[src/rtl/dunit_pkg.sv]
// Shared definitions for the debug unit: controller states, command codes and
// dump-frame geometry.
package dunit_pkg;

    typedef enum logic [2:0] {
        ST_IDLE,
        ST_RUN,
        ST_STEP,
        ST_LOAD,
        ST_SEND,
        ST_HALTED
    } state_t;

    localparam logic [7:0] DUNIT_CMD_RUN  = 8'h43;
    localparam logic [7:0] DUNIT_CMD_STEP = 8'h53;
    localparam logic [7:0] DUNIT_CMD_DUMP = 8'h44;

    // Four full latch words plus one 16-bit padded control word.
    function automatic int frame_len(input int nb_reg);
        return 4 * nb_reg / 8 + 2;
    endfunction

endpackage

[src/rtl/dunit_frame_ser.sv]
// Snapshot of the EX/MEM latch outputs and byte-wise serialiser that feeds
// the UART transmitter, MSB byte first.
module dunit_frame_ser
    import dunit_pkg::*;
#(
    parameter int NB_REG  = 32,
    parameter int NB_CTRL = 9,
    parameter int NB_BYTE = 8
) (
    input  logic               i_clk,
    input  logic               i_reset,
    input  logic               load,
    input  logic [NB_REG-1:0]  pc_eight,
    input  logic [NB_REG-1:0]  alu_result,
    input  logic [NB_REG-1:0]  w_data,
    input  logic [NB_REG-1:0]  data_addr,
    input  logic [NB_CTRL-1:0] control,
    input  logic               tx_valid,
    input  logic               tx_ready,
    output logic [NB_BYTE-1:0] tx_data,
    output logic               last
);

    localparam int FRAME_LEN = frame_len(NB_REG);
    localparam int FRAME_W   = FRAME_LEN * NB_BYTE;
    localparam int CNT_W     = $clog2(FRAME_LEN);
    localparam logic [CNT_W-1:0] LAST_CNT = CNT_W'(FRAME_LEN - 1);

    logic [FRAME_W-1:0] snap;
    logic [CNT_W-1:0]   cnt;

    assign last = (cnt == LAST_CNT);

    always_ff @(posedge i_clk) begin
        if (i_reset) begin
            snap <= '0;
            cnt  <= '0;
        end else if (load) begin
            snap <= {pc_eight, alu_result, w_data, data_addr, 16'(control)};
            cnt  <= '0;
        end else if (tx_valid && tx_ready) begin
            // Wrap after the last byte so an idle serialiser always points at byte 0.
            cnt <= last ? '0 : cnt + 1'b1;
        end
    end

    always_comb begin
        tx_data = '0;
        for (int i = 0; i < FRAME_LEN; i++) begin
            if (cnt == CNT_W'(i)) begin
                tx_data = snap[FRAME_W-1-i*NB_BYTE -: NB_BYTE];
            end
        end
    end

endmodule

[src/rtl/dunit_step_ctrl.sv]
// Debug-unit pipeline controller: gates the pipeline latch enable from UART
// commands (run / step / dump) and dumps the EX/MEM latch after each stop.
module dunit_step_ctrl
    import dunit_pkg::*;
#(
    parameter int                 NB_REG   = 32,
    parameter int                 NB_CTRL  = 9,
    parameter int                 NB_BYTE  = 8,
    parameter logic [NB_BYTE-1:0] CMD_RUN  = DUNIT_CMD_RUN,
    parameter logic [NB_BYTE-1:0] CMD_STEP = DUNIT_CMD_STEP,
    parameter logic [NB_BYTE-1:0] CMD_DUMP = DUNIT_CMD_DUMP
) (
    input  logic               i_clk,
    input  logic               i_reset,
    input  logic [NB_BYTE-1:0] i_rx_data,
    input  logic               i_rx_valid,
    output logic               o_rx_ready,
    output logic [NB_BYTE-1:0] o_tx_data,
    output logic               o_tx_valid,
    input  logic               i_tx_ready,
    input  logic               i_halt,
    input  logic [NB_REG-1:0]  i_pc_eight,
    input  logic [NB_REG-1:0]  i_alu_result,
    input  logic [NB_REG-1:0]  i_w_data,
    input  logic [NB_REG-1:0]  i_data_addr,
    input  logic [NB_CTRL-1:0] i_control_from_ex,
    output logic               o_dunit_clk_en
);

    state_t state, state_next;
    logic   halted, halted_next;
    logic   load;
    logic   last;

    always_ff @(posedge i_clk) begin
        if (i_reset) begin
            state  <= ST_IDLE;
            halted <= 1'b0;
        end else begin
            state  <= state_next;
            halted <= halted_next;
        end
    end

    always_comb begin
        state_next  = state;
        halted_next = halted;
        load        = 1'b0;
        case (state)
            ST_IDLE: begin
                if (i_rx_valid) begin
                    if (i_rx_data == CMD_RUN) begin
                        state_next = ST_RUN;
                    end else if (i_rx_data == CMD_STEP) begin
                        state_next = ST_STEP;
                    end else if (i_rx_data == CMD_DUMP) begin
                        state_next = ST_LOAD;
                    end
                end
            end
            ST_RUN: begin
                // The edge that samples halt still advances the pipeline.
                if (i_halt) begin
                    state_next  = ST_LOAD;
                    halted_next = 1'b1;
                end
            end
            ST_STEP: state_next = ST_LOAD;
            ST_LOAD: begin
                load       = 1'b1;
                state_next = ST_SEND;
            end
            ST_SEND: begin
                if (i_tx_ready && last) begin
                    state_next = halted ? ST_HALTED : ST_IDLE;
                end
            end
            ST_HALTED: begin
                if (i_rx_valid && i_rx_data == CMD_DUMP) begin
                    state_next = ST_LOAD;
                end
            end
            default: state_next = ST_IDLE;
        endcase
    end

    assign o_dunit_clk_en = (state == ST_RUN) || (state == ST_STEP);
    assign o_rx_ready     = (state == ST_IDLE) || (state == ST_HALTED);
    assign o_tx_valid     = (state == ST_SEND);

    dunit_frame_ser #(
        .NB_REG  (NB_REG),
        .NB_CTRL (NB_CTRL),
        .NB_BYTE (NB_BYTE)
    ) u_frame_ser (
        .i_clk      (i_clk),
        .i_reset    (i_reset),
        .load       (load),
        .pc_eight   (i_pc_eight),
        .alu_result (i_alu_result),
        .w_data     (i_w_data),
        .data_addr  (i_data_addr),
        .control    (i_control_from_ex),
        .tx_valid   (o_tx_valid),
        .tx_ready   (i_tx_ready),
        .tx_data    (o_tx_data),
        .last       (last)
    );

endmodule

[config.mk]
export PLATFORM = sky130hd
export DESIGN_NAME = dunit_step_ctrl
export DESIGN_NICKNAME = d
export VERILOG_FILES = /design/src/rtl/dunit_pkg.sv /design/src/rtl/dunit_frame_ser.sv /design/src/rtl/dunit_step_ctrl.sv
export SDC_FILE = /design/constraint.sdc
export NUM_CORES = 1
export LEC_CHECK = 0
export CELL_PAD_IN_SITES_DETAIL_PLACEMENT = 1
export CELL_PAD_IN_SITES_GLOBAL_PLACEMENT = 2
export CORE_UTILIZATION = 29
export CTS_BUF_LIST = sky130_fd_sc_hd__clkbuf_8
export DETAILED_ROUTE_END_ITERATION = 10
export PLACE_DENSITY_LB_ADDON = 0.1
export SYNTH_ARGS = -nofsm -noshare
export SYNTH_HDL_FRONTEND = slang
export SYNTH_SLANG_ARGS = --single-unit
[constraint.sdc]
create_clock -name i_clk -period 3.4 [get_ports i_clk]
set_clock_uncertainty 0.2 [all_clocks]
set_input_delay 0.34 -clock i_clk [delete_from_list [all_inputs] [get_ports i_clk]]
set_output_delay 0.34 -clock i_clk [all_outputs]
set_load 0.005 [all_outputs]
; ---- Word-level counts from Yosys, hierarchy flattened
; Cells that the tools add are included.
[op_classes]
add_sub_neg = 1
eq_ne = 30
n_mux = 29
reduce_logical = 10
[op_table]
columns = cell, n
row1 = $mux 8, 18
row2 = $eq 5x4->1 const B, 8
row3 = $eq 8x7->1 const B, 3
row4 = $mux 3, 8
row5 = $eq 5x3->1 const B, 4
row6 = $pmux 3 s6, 1
row7 = $eq 5x2->1 const B, 2
row8 = $eq 5x5->1 const B, 2
row9 = $ne 2x2->1 const B, 4
row10 = $eq 3x2->1 const B, 2
row11 = $eq 3x3->1 const B, 2
row12 = $add 5x1->5 const B, 1
row13 = $eq 5x1->1 const B, 1
row14 = $logic_not 5->1, 1
row15 = $mux 5, 1
row16 = $reduce_and 5->1, 1
row17 = $ne 4x4->1 const B, 1
row18 = $eq 3x1->1 const B, 1
row19 = $logic_and 1x1->1, 3
row20 = $logic_not 3->1, 1
row21 = $logic_or 1x1->1, 2
row22 = $reduce_and 2->1, 1
row23 = $reduce_or 2->1, 1
row24 = $mux 1, 1
[word_totals]
input_bits = 150
elab_cells = 74
output_inout_bits = 11
reg_bits = 146

; ---- Depth between registers and ports, before layout
; Gate-level depths: netlist of the first run.
[logic_depth]
ltp_word = 19
ltp_mapped = 10
ltp_nobuf = 8

; ---- Hierarchy
; Synthesis of the first run repeated with hierarchy kept, for this count alone.
[hier_totals]
hier_cells = 833
area_unflattened_um2 = 7289.5
[by_module_without_submodules]
columns = mod, n_inst, area_each_um2, cells_per_inst
row1 = dunit_frame_ser, 1, 6912.9, 782
row2 = dunit_step_ctrl, 1, 376.6, 51

; ---- Worst setup path before layout of the first run
; Ideal clock, no wire load.
[synth_timing]
path_kind = flip-flop to output port
startpoint = reg u_frame_ser.cnt[0]
endpoint = out o_tx_data[1]
n_path_buf = 3
arrival_ns = 2.121
stages_incl_launch_ff = 11
path_slack_ns = 0.739
path_cell_list = dfxtp_1 -> ha_1 -> buf_2 -> buf_1 -> and3_1 -> ha_1 -> clkbuf_1 -> nor2_1 -> a22o_1 -> a22oi_1 -> o31ai_2
[synth_via]
elab_chain_len = 19
elab_cells_between_ends = 36
[synth_lines]
columns = item, line_no
row1 = from (decl), dunit_frame_ser.sv:30  ; logic [CNT_W-1:0] cnt;
row2 = from (signal assigned), dunit_frame_ser.sv:43  ; cnt <= last ? '0 : cnt + 1'b1;
row3 = $logic_not 5->1, dunit_frame_ser.sv:50  ; if (cnt == CNT_W'(i)) begin
row4 = $mux 8 (17 in a row), dunit_frame_ser.sv:50
row5 = $mux 8 (*), dunit_frame_ser.sv:50
row6 = to (decl), dunit_step_ctrl.sv:18  ; output logic [NB_BYTE-1:0] o_tx_data,
; Every way passes the cells marked *; elsewhere a longest branch is shown, timed or not.

; ---- Worst setup path in the final report of the first run
; Ends and elaborated chain as after synthesis.

==> results of run 1 <==
[registers in the layout, indices dropped and copies added (netlist names)]
register	cells
u_frame_ser.snap	137
u_frame_ser.cnt	5
state	3
halted	1
[cell families (layout without fill, tap and decap cells)]
logic type,after synthesis,in the layout
compound gates,292,292
xor+xnor,2,2
fa+ha+maj,5,5
simple gates,398,398
flops,146,146
buf+inv,100,253
[path summary, 6_finish.rpt]
check                                to  slack (ps)  cells after the start
setup / recovery           o_tx_data[1]         150                      9
hold reg to reg   u_frame_ser.snap[121]         260                      2
hold / removal    u_frame_ser.snap[107]         210                      3
setup reg to reg   u_frame_ser.snap[57]         940                      6
[critical path, stage by stage (launching register included)]
cell           delay [ps]
dfxtp_4               400
inv_2                  80
ha_4                  190
nor2b_4               140
buf_6                 140
a221o_1               310
a221oi_2              340
o21a_1                270
o31ai_4                90
dlygate4sd2_1         280
[timing repair]
item | 4_1_cts | 5_1_grt
pin swaps | 13 | 4
resized for setup | 69 | 6
buffers inserted | 11 | 1
endpoints found under the setup margin | 8 | 3
cloned | 0 | 0
[final cells by class]
cell class | instances | area (sq um)
clock buffers | 18 | 247.7
clock inverters | 14 | 176.4
fillers | 2869 | 13850
inverters | 20 | 78.83
multi-input cells | 697 | 3892
flip-flops and latches | 146 | 2935
well taps | 319 | 399.1
repair buffers | 201 | 2034
[power by group through the flow]
stage / Clock (W) / Sequential (W) / Combinational, W
3_3_place_gp: 0 / 0.00193 / 0.000600
6_report: 0.00151 / 0.00189 / 0.000612
3_5_place_dp: 0 / 0.00193 / 0.000605
4_1_cts: 0.00156 / 0.00189 / 0.000620
5_1_grt: 0.00161 / 0.00190 / 0.000674
2_1_floorplan: 0 / 0.00187 / 0.000324
[stage by stage]
step | setup TNS, ps | power (W) | setup slack [ps] | std cells
final | 0 | 0.004014 | 153.7 | 1415
after global routing | 0 | 0.004185 | 15.13 | 1415
after CTS | -39.42 | 0.004062 | -39.42 | 1414
after detailed placement | -147.5 | 0.002533 | -147.5 | 1371
after global placement | -86.02 | 0.002527 | -86.02 | 1371
after floorplan | 0 | 0.002191 | 738.9 | 943
[cell usage in the layout, fill, tap and decap left out, types with 4 or more instances in the layout]
cell,netlist,layout
inv_6,0,5
a22oi_1,7,7
a221oi_1,11,8
a31oi_1,9,8
nor2b_1,8,6
o21a_1,5,5
a21oi_1,174,171
o211ai_1,4,4
nand3b_1,6,6
nand2b_1,13,13
dfxtp_1,146,142
ha_4,0,5
dlygate4sd2_1,0,6
nor3_1,14,11
clkbuf_8,0,18
o21ai_0,21,19
a211oi_1,6,6
a32o_1,4,4
nor2_1,22,21
buf_12,0,8
buf_4,3,27
inv_1,15,13
inv_2,4,6
nand2_1,292,291
a221o_1,7,7
buf_6,3,6
clkdlybuf4s50_1,0,151
nand3_1,8,8
[metal layers]
layer  part of all wire [%]  vias up
met5                      0        -
met4                    1.9        0
met3                    3.4       27
met2                     46      161
met1                     48     3425
li1                       -     3544
==> key figures, run 1 <==
Status
  – Run status: finished clean

Critical path
  – Setup CP Type: reg -> out
  – Crit. Startpoint: u_frame_ser.cnt[0]
  – CP Capture Type: output port
  – Startpoint Class: flip-flop
  – CP arrival: 2710 ps
  – R2r startpoint: state[0]
  – CP max FO: 8
  – Worst Path Required: 2860 ps

Synthesis
  – XOR/XNOR Fraction of Synth Area: 0.2489%
  – Syn Nets: 1098
  – Commonest cells post-synth: nand2_1, a21oi_1, dfxtp_1
  – Synthesis-stage register bit count: 146
  – Synth async-reset ratio: 0%
  – Leading area contributor after synthesis: dfxtp_1
  – Synth cell types: 74
  – Seq/Total Area, Yosys: 41.53%
  – Synth top area share: 41.53%
  – Area of the mapped netlist: 0.007038 sq mm
  – Syn_area_per_cell: 7.463 sq um
  – Synth Area in Adders: 0.8889%
  – Synth Area in Simple Gates: 25.49%
  – Top cells by area, synth: dfxtp_1, nand2_1, a21oi_1, buf_2, clkbuf_1
  – Count leader, synth: nand2_1
  – Multiplexer area fraction after synthesis: 0%
  – Compound-cell area share of the yosys netlist: 25.46%
  – EDFF count, synth: 0
  – Largest family of logic cells by synthesized area: simple AND/OR/NAND/NOR gates
  – Ys Warns: 0
  – Main flop type after synthesis: dfxtp_1
  – Cells after Synth: 943

Layout
  – # diodes: 0
  – Final design area excluding fillers: 0.009764 sq mm
  – Post-layout nets: 1238
  – Final Util: 41.35%
  – Share of cells above drive strength 1: 11.77%
  – P&R area growth vs syn: 38.74%

GRT
  – Met3 GRT Util: 3.121%
  – Grt ovf: 0
  – First-pass GRT wire length: 41450 um
  – GR Util All Layers: 22.20%
  – Initial antenna violation count: 0
  – Global route hottest layer: met2
  – Global Route met2 Usage: 36.08%
  – Met1 usage: 30.07%
  – Vias in the first global route: 7243
  – Largest net degree at the start of global routing: 81

Hold path
  – HP Start: i_alu_result[27]
  – Hold Crit Class: in -> reg

Clocking
  – Clk buf depth: 2
  – Clock tree sinks: 146
  – Clk Latency, worst-skew pair: 470 ps
  – CTS tree: done
  – CTS root buffer: clkbuf_8
  – H-tree level count: 4
  – CTS clk-pin slew, worst paths: 90 ps
  – Post-CTS Hold Fix Bufs: 0
  – Cts bufs inserted: 17

Power
  – Sequential share of power: 47.0%
  – Comb power frac: 15.2%
  – Lkg Pwr: 3.257 nW
  – Pint: 0.002870 W
  – Sw frac: 28.52%
  – PD cells: 411.1 mW/mm^2
  – Clock power frac: 37.7%
  – Max IR drop VDD: 0.1545 mV
  – Net Sw Power: 0.001145 W

Route
  – DRC violations left: 0
  – Via-to-Cell Ratio: 5.058
  – DRT iter0 DRCs: 355
  – DR pass1 iterations: 6
  – Routed wire per std cell: 19.01 um
  – Final WL: 26900 um
  – Post-route ant nets: 0
  – Via count: 7157

Floorplanning
  – Core ar.: 0.02361 sq mm
  – Row cnt: 56
  – Die Span Y: 157.8 um
  – Die width: 157.8 um
  – Starting Density: 29.81%
  – I/O pins: 161
  – Die footprint: 0.02490 sq mm

Timing
  – Worst-margin pin slew: 893.7 ps
  – Endpoints failing setup: 0
  – RSZ-0062 raised after global routing: no
  – Slew Limit Headroom: 40.42%
  – Slew Viols, Final: 0
  – Final hold vios: 0
  – WHS: 208.4 ps
  – Final worst path period share: 95.48%
  – Fmax: 308.0 MHz
  – Min Tclk post-route: 3246 ps

Placement
  – Placed cell area: 0.008955 sq mm
  – Gp weighted congestion: 0.8253
  – Port bufs: 160
  – Hpwl dp: 19700 um

Run
  – Max-cap viol count: 0
Note: power is estimated with default switching activity, not from simulation.
==> run 2, diff against run 1 <==
--- a/config.mk
+++ b/config.mk
@@ -7,10 +7,11 @@
 export LEC_CHECK = 0
 export CELL_PAD_IN_SITES_DETAIL_PLACEMENT = 1
 export CELL_PAD_IN_SITES_GLOBAL_PLACEMENT = 2
-export CORE_UTILIZATION = 29
+export CORE_UTILIZATION = 31
 export CTS_BUF_LIST = sky130_fd_sc_hd__clkbuf_8
 export DETAILED_ROUTE_END_ITERATION = 10
 export PLACE_DENSITY_LB_ADDON = 0.1
 export SYNTH_ARGS = -nofsm -noshare
 export SYNTH_HDL_FRONTEND = slang
+export SYNTH_HIERARCHICAL = 1
 export SYNTH_SLANG_ARGS = --single-unit
==> run 2 against run 1 <==
  * First-iteration DRC count decreased by 0.28%
  * Power decreased by 13%
  * Die area decreased by 3.1%
  * Critical path type unchanged
  * Largest power group unchanged
  * Highest routed layer unchanged
==> key figures, run 2 <==
Status
  – Run status: finished clean

Floorplanning
  – Die Span Y: 155.3 um (-1.5%)
  – Starting Density: 31.91% (+2.1 points)
  – Die width: 155.3 um (-1.5%)
  – I/O pins: 161 (unchanged)
  – Core ar.: 0.02285 sq mm (-3.2%)
  – Row cnt: 55 (-1.8%)
  – Die footprint: 0.02413 sq mm (-3.1%)

Clocking
  – Clock tree sinks: 146 (unchanged)
  – Clk Latency, worst-skew pair: 460 ps (about the same)
  – Clk buf depth: 2 (unchanged)
  – CTS tree: done
  – Post-CTS Hold Fix Bufs: 0 (unchanged)
  – Cts bufs inserted: 17 (unchanged)
  – CTS clk-pin slew, worst paths: 90 ps (about the same)
  – CTS root buffer: clkbuf_8
  – H-tree level count: 4 (unchanged)

GRT
  – Largest net degree at the start of global routing: 78 (-3.7%)
  – Met1 usage: 29.66% (-0.41 points)
  – Vias in the first global route: 7103 (-1.9%)
  – Initial antenna violation count: 0 (unchanged)
  – Met3 GRT Util: 5.543% (+2.4 points)
  – First-pass GRT wire length: 40910 um (-1.3%)
  – GR Util All Layers: 22.43% (+0.23 points)
  – Global Route met2 Usage: 36.39% (+0.31 points)
  – Grt ovf: 0 (unchanged)
  – Global route hottest layer: met2

Timing
  – Worst-margin pin slew: 851.5 ps (-42.28 ps)
  – Final hold vios: 0 (unchanged)
  – Endpoints failing setup: 0 (unchanged)
  – Slew Viols, Final: 0 (unchanged)
  – Final worst path period share: 97.94% (+2.5 points)
  – Fmax: 300.3 MHz (-2.5%)
  – Min Tclk post-route: 3330 ps (+83.58 ps)
  – Slew Limit Headroom: 43.24% (+2.8 points)

Synthesis
  – Seq/Total Area, Yosys: 40.10% (-1.4 points)
  – Synthesis-stage register bit count: 146 (unchanged)
  – Synth top area share: 40.10% (-1.4 points)
  – Area of the mapped netlist: 0.007289 sq mm (+3.6%)
  – Syn_area_per_cell: 8.751 sq um (+17%)
  – Leading area contributor after synthesis: dfxtp_1
  – Cells after Synth: 833 (-12%)
  – Synth cell types: 71 (-4.1%)
  – Syn Nets: 988 (-10%)
  – Synth async-reset ratio: 0% (unchanged)
  – EDFF count, synth: 0 (unchanged)
  – Main flop type after synthesis: dfxtp_1
  – Top cells by area, synth: dfxtp_1, mux2i_1, nor2_1, a21oi_1, buf_2
  – Commonest cells post-synth: nor2_1, dfxtp_1, mux2i_1
  – Ys Warns: 6 (+6)
  – Count leader, synth: nor2_1

Power
  – Clock power frac: 42.4% (+4.7 points)
  – PD cells: 344.7 mW/mm^2 (-16%)
  – Lkg Pwr: 3.416 nW (+4.9%)
  – Net Sw Power: 0.0008957 W (-22%)
  – Sequential share of power: 49.3% (+2.3 points)
  – Pint: 0.002586 W (-9.9%)
  – Sw frac: 25.73% (-2.8 points)
  – Power Total: 0.003481 W (-13%)
  – Comb power frac: 8.4% (-6.8 points)
  – Max IR drop VDD: 0.2364 mV (+53%)

Placement
  – Port bufs: 160 (unchanged)
  – Hpwl dp: 20200 um (+2.5%)
  – Cell Count Post-Placement: 1281 (-6.6%)
  – Gp weighted congestion: 0.8776 (+6.3%)

Critical path
  – Critical path buffer and inverter count: 5 (+2)
  – CP arrival: 2790 ps (+80 ps)
  – Critical Path Max Stage Delay: 530 ps (+130 ps)
  – Startpoint Class: flip-flop
  – CP max FO: 14 (+6)
  – CP cell instances: inv_2, ha_4, buf_8, nor4bb_4, buf_6, buf_4, a211oi_1, o221a_1, a21oi_2, clkdlybuf4s50_1
  – CP Capture Type: output port
  – Crit path max-delay family: buffers and inverters
  – Slowest CP cell: clkdlybuf4s50_1
  – Worst Path Required: 2860 ps (about the same)
  – Setup CP Type: reg -> out

Route
  – Final WL: 26770 um (-0.49%)
  – DRT iter0 DRCs: 354 (-0.28%)
  – Via count: 6809 (-4.9%)
  – Routed wire per std cell: 20.28 um (+6.7%)
  – DR pass1 iterations: 5 (-1)
  – DRC violations left: 0 (unchanged)
  – Via-to-Cell Ratio: 5.158 (+2.0%)
  – Post-route ant nets: 0 (unchanged)

Layout
  – Commonest cells after routing, fill and taps aside: nor2_1, clkdlybuf4s50_1, dfxtp_1
  – Finished Layout Cells: 1320 (-6.7%)
  – Biggest register: u_frame_ser/snap
  – Max reg flops: 137 (unchanged)
  – Largest regs: u_frame_ser/snap (137), u_frame_ser/cnt (5), state (3)
  – P&R area growth vs syn: 38.53%
  – # diodes: 0 (unchanged)
  – Share of cells above drive strength 1: 13.60% (+1.8 points)
  – Post-layout nets: 1149 (-7.2%)
  – Most common library cell in the layout ignoring fill and taps: nor2_1

Run
  – Max-cap viol count: 0 (unchanged)

Hold path
  – Hold Crit Class: in -> reg
==> run 2: cell count changes after synthesis, moves of 9 or more <==
cell,change
nand2_1,-251
nor2_1,+144
mux2i_1,+137
a21oi_1,-135
clkbuf_1,-13
a211oi_1,+9
==> run 2: path summary, 6_finish.rpt <==
| kind | startpoint | endpoint | slack, ps | cells past startpoint |
|---|---|---|---|---|
| worst max-delay path | u_frame_ser/cnt[1] | o_tx_data[5] | 70 | 10 |
| worst min-delay path | i_reset | halted | 250 | 2 |
| worst max register to register | u_frame_ser/cnt[1] | state[0] | 790 | 10 |
| worst min register to register | u_frame_ser/snap[64] | u_frame_ser/snap[64] | 310 | 2 |
==> run 2: cell type report <==
class,count,area (sq um)
Tap cell,313,391.6
Clock buffer,17,234.0
Sequential cell,146,2942
Multi-Input combinational cell,606,4224
Clock inverter,15,181.4
Inverter,16,70.07
Timing Repair Buffer,207,2056
Fill cell,2643,12750
==> run 2: cell families after synthesis <==
family / Yosys count / synth area share [%]
buffers and inverters: 81 / 5.184
multiplexers: 137 / 18.81
AO/OA/AOI/OAI: 162 / 15.47
adder cells (fa/ha/maj): 5 / 0.8582
XOR/XNOR: 2 / 0.2403
flip-flops: 146 / 40.10
AND/OR/NAND/NOR: 300 / 19.34
==> run 2: layer usage <==
layer | wire length (um) | share of wire (%) | vias to the layer above
met3 | 1510 | 5.6 | 27
met1 | 12350 | 46 | 3280
met4 | 391 | 1.5 | 0
met5 | 0 | 0 | -
met2 | 12520 | 47 | 204
li1 | - | - | 3298
==> run 2: power groups by stage <==
stage / clock network (W) / registers (W) / logic [W]
CTS: 0.00152 / 0.00171 / 0.000292
global placement: 0 / 0.00176 / 0.000279
floorplan: 0 / 0.00175 / 0.0000708
finish: 0.00148 / 0.00171 / 0.000291
detailed placement: 0 / 0.00176 / 0.000283
global route: 0.00159 / 0.00172 / 0.000312
==> run 2: timing repair <==
item / 4_1_cts / 5_1_grt
resized for setup: 68 / 7
endpoints found under the hold margin: 0 / 0
buffers inserted: 4 / 2
pin swaps: 7 / 3
gates cloned: 1 / 0
endpoints found under the setup margin: 8 / 3
==> run 2: worst reg2reg max path, cell delays in order (launching register included) <==
cell      delay (ps)
dfxtp_4          380
inv_2            100
ha_4             180
buf_8            170
nor4bb_4         250
buf_6            170
buf_4            180
nand3_1          140
a41oi_1          230
a21boi_1         320
a211oi_1         120
==> run 2: metrics by stage <==
stage	cell area [sq um]	worst slack (ps)	hold WS [ps]	utilization (%)	setup TNS, ps
final	10100	70.15	248.0	44.20	0
after global routing	10100	-5.691	263.4	44.20	-5.691
after CTS	10050	4.356	257.0	44.00	0
after detailed placement	9331	54.71	288.5	40.84	0
after global placement	9331	106.6	274.2	40.84	0
after floorplan	7289	711.2	212.4	-	0
==> run 3, diff against run 2 <==
--- a/config.mk
+++ b/config.mk
@@ -7,6 +7,7 @@
 export LEC_CHECK = 0
 export CELL_PAD_IN_SITES_DETAIL_PLACEMENT = 1
 export CELL_PAD_IN_SITES_GLOBAL_PLACEMENT = 2
+export CORE_MARGIN = 1.5
 export CORE_UTILIZATION = 31
 export CTS_BUF_LIST = sky130_fd_sc_hd__clkbuf_8
 export DETAILED_ROUTE_END_ITERATION = 10
==> run 3 against run 2 <==
  * Via count increased by 0.38%
  * Routed wire length decreased by 0.59%
  * Clock power decreased by 9%
  * Cell count increased by 0.15%
  * Non-clock buffer count increased by 2
  * Critical path depth decreased by 4
  * Die area increased by 1.3%
  * Utilization decreased by 0.13 points
  * Fmax increased by 2.5%
  * Sequential cell count unchanged
  * Sequential power about the same
  * Clock-buffer cell count unchanged
==> key figures, run 3 (synthesis results as in run 2) <==
Status
  – Run status: finished clean

GRT
  – First-pass GRT wire length: 41500 um (+1.4%)
  – Grt ovf: 0 (unchanged)
  – Largest net degree at the start of global routing: 77 (-1.3%)
  – Initial antenna violation count: 0 (unchanged)
  – Vias in the first global route: 7258 (+2.2%)
  – GR Util All Layers: 22.36% (-0.071 points)

Route
  – Post-route ant nets: 0 (unchanged)
  – DRC violations left: 0 (unchanged)
  – Routed wire per std cell: 20.13 um (-0.74%)
  – Final WL: 26610 um (-0.59%)
  – DRT iter0 DRCs: 319 (-9.9%)
  – Via count: 6835 (+0.38%)
  – DR pass1 iterations: 5 (unchanged)
  – Via-to-Cell Ratio: 5.170 (+0.23%)

Layout
  – Largest regs: u_frame_ser/snap (137), u_frame_ser/cnt (5), state (3)
  – Max reg flops: 137 (unchanged)
  – Most common library cell in the layout ignoring fill and taps: nor2_1
  – Biggest register: u_frame_ser/snap
  – Share of cells above drive strength 1: 13.58% (-0.027 points)
  – Final design area excluding fillers: 0.01007 sq mm (-0.30%)
  – # diodes: 0 (unchanged)
  – Commonest cells after routing, fill and taps aside: nor2_1, clkdlybuf4s50_1, dfxtp_1
  – Final Util: 44.07% (-0.13 points)
  – P&R area growth vs syn: 38.12%
  – Post-layout nets: 1151 (+0.17%)

Power
  – Max IR drop VDD: 0.2013 mV (-15%)
  – Sequential share of power: 51.3% (+2.0 points)
  – Pint: 0.002438 W (-5.7%)
  – Comb power frac: 8.6% (+0.2 points)
  – Clock power frac: 40.1% (-2.3 points)
  – Lkg Pwr: 3.431 nW (+0.46%)
  – Sw frac: 27.15% (+1.4 points)
  – PD cells: 332.3 mW/mm^2 (-3.6%)
  – Net Sw Power: 0.0009085 W (+1.4%)

Floorplanning
  – Die footprint: 0.02444 sq mm (+1.3%)
  – Core ar.: 0.02285 sq mm (unchanged)
  – Die Span Y: 156.3 um (+0.64%)
  – I/O pins: 161 (unchanged)
  – Die width: 156.3 um (+0.64%)
  – Row cnt: 55 (unchanged)
  – Starting Density: 31.91% (unchanged)

Placement
  – Placed cell area: 0.009384 sq mm (+0.56%)
  – Hpwl dp: 20040 um (-0.81%)
  – Gp weighted congestion: 0.8765 (-0.13%)
  – Port bufs: 160 (unchanged)

Timing
  – Final worst path period share: 95.56% (-2.4 points)
  – Slew Viols, Final: 0 (unchanged)
  – Final hold vios: 0 (unchanged)
  – RSZ-0062 raised after global routing: no
  – Slew Limit Headroom: 47.06% (+3.8 points)
  – Fmax: 307.8 MHz (+2.5%)
  – Total negative setup slack: 0 ps (unchanged)
  – Worst-margin pin slew: 794.2 ps (-57.31 ps)
  – Min Tclk post-route: 3249 ps (-80.71 ps)
  – Endpoints failing setup: 0 (unchanged)

Clocking
  – Clk Latency, worst-skew pair: 460 ps (about the same)
  – Clk buf depth: 2 (unchanged)
  – Clock tree sinks: 146 (unchanged)
  – CTS root buffer: clkbuf_8
  – CTS clk-pin slew, worst paths: 90 ps (about the same)
  – Cts bufs inserted: 17 (unchanged)
  – H-tree level count: 4 (unchanged)
  – CTS tree: done

Critical path
  – CP max FO: 12 (-2)
  – Setup CP Type: reg -> out
  – Worst Path Required: 2860 ps (about the same)
  – CP Capture Type: output port
  – Startpoint Class: flip-flop
  – CP arrival: 2710 ps (-80 ps)

Run
  – Max-cap viol count: 0 (unchanged)

Hold path
  – Hold Crit Class: in -> reg
==> run 3: changes by cell type in the layout (fill, tap and decap cells not counted), sizes merged <==
cell / change
clkdlybuf4s50: -1
bufinv: -2
clkinv: -1
inv: +4
dlymetal6s2s: +1
clkinvlp: -1
buf: +2
==> run 3: through the flow <==
step / hold WS, ps / instances / worst slack, ps / total power (W)
after floorplan: 212.4 / 833 / 711.2 / 0.001824
after global placement: 277.7 / 1283 / 211.8 / 0.002038
after detailed placement: 284.4 / 1283 / 91.08 / 0.002043
after CTS: 205.2 / 1320 / -23.59 / 0.003393
after global routing: 252.3 / 1322 / 23.07 / 0.003475
final: 221.1 / 1322 / 150.9 / 0.003346
==> run 3: path summary, 6_finish.rpt <==
check                          to            startpoint  slack, ps  cells after the start
max                  o_tx_data[0]    u_frame_ser/cnt[4]        150                      6
max reg2reg              state[0]    u_frame_ser/cnt[1]        840                     10
min                        halted               i_reset        220                      2
min reg2reg  u_frame_ser/snap[17]  u_frame_ser/snap[17]        300                      2
==> run 3: cell type report <==
cell class              instances  area (sq um)
flip-flops and latches        146          2937
repair buffers                209          2096
clock inverters                15         135.1
well taps                     313         391.6
clock buffers                  17         234.0
multi-input cells             606          4213
inverters                      16         62.56
fillers                      2642         12780
==> run 3: per-layer routing <==
| metal | global-route usage (%) | vias up | part of all wire [%] |
|---|---|---|---|
| met1 | 30.01 | 3322 | 47 |
| met4 | 6.349 | 0 | 1.9 |
| met3 | 4.486 | 30 | 4.9 |
| met5 | 0 | - | 0 |
| met2 | 36.32 | 181 | 46 |
| li1 | - | 3302 | - |
==> run 3: power groups by stage <==
stage / Sequential (W) / Combinational [W] / Clock, W
global route: 0.00172 / 0.000309 / 0.00145
floorplan: 0.00175 / 0.0000708 / 0
finish: 0.00172 / 0.000288 / 0.00134
CTS: 0.00172 / 0.000291 / 0.00139
detailed placement: 0.00176 / 0.000285 / 0
global placement: 0.00176 / 0.000280 / 0
==> run 3: worst max-delay path, cell delays in order (launching register included) <==
cell and delay [ps]:
dfxtp_2 370, buf_4 190, or3b_1 490, buf_4 200, nor3_1 540, o41ai_4 170, dlygate4sd2_1 290
==> run 3: what timing repair did <==
| item | in CTS | in global routing |
|---|---|---|
| pin swaps | 12 | 5 |
| resized for setup | 63 | 4 |
| setup endpoints to repair | 8 | 5 |
| hold buffers | 0 | 0 |
| gates cloned | 1 | 0 |
| setup buffers | 4 | 2 |
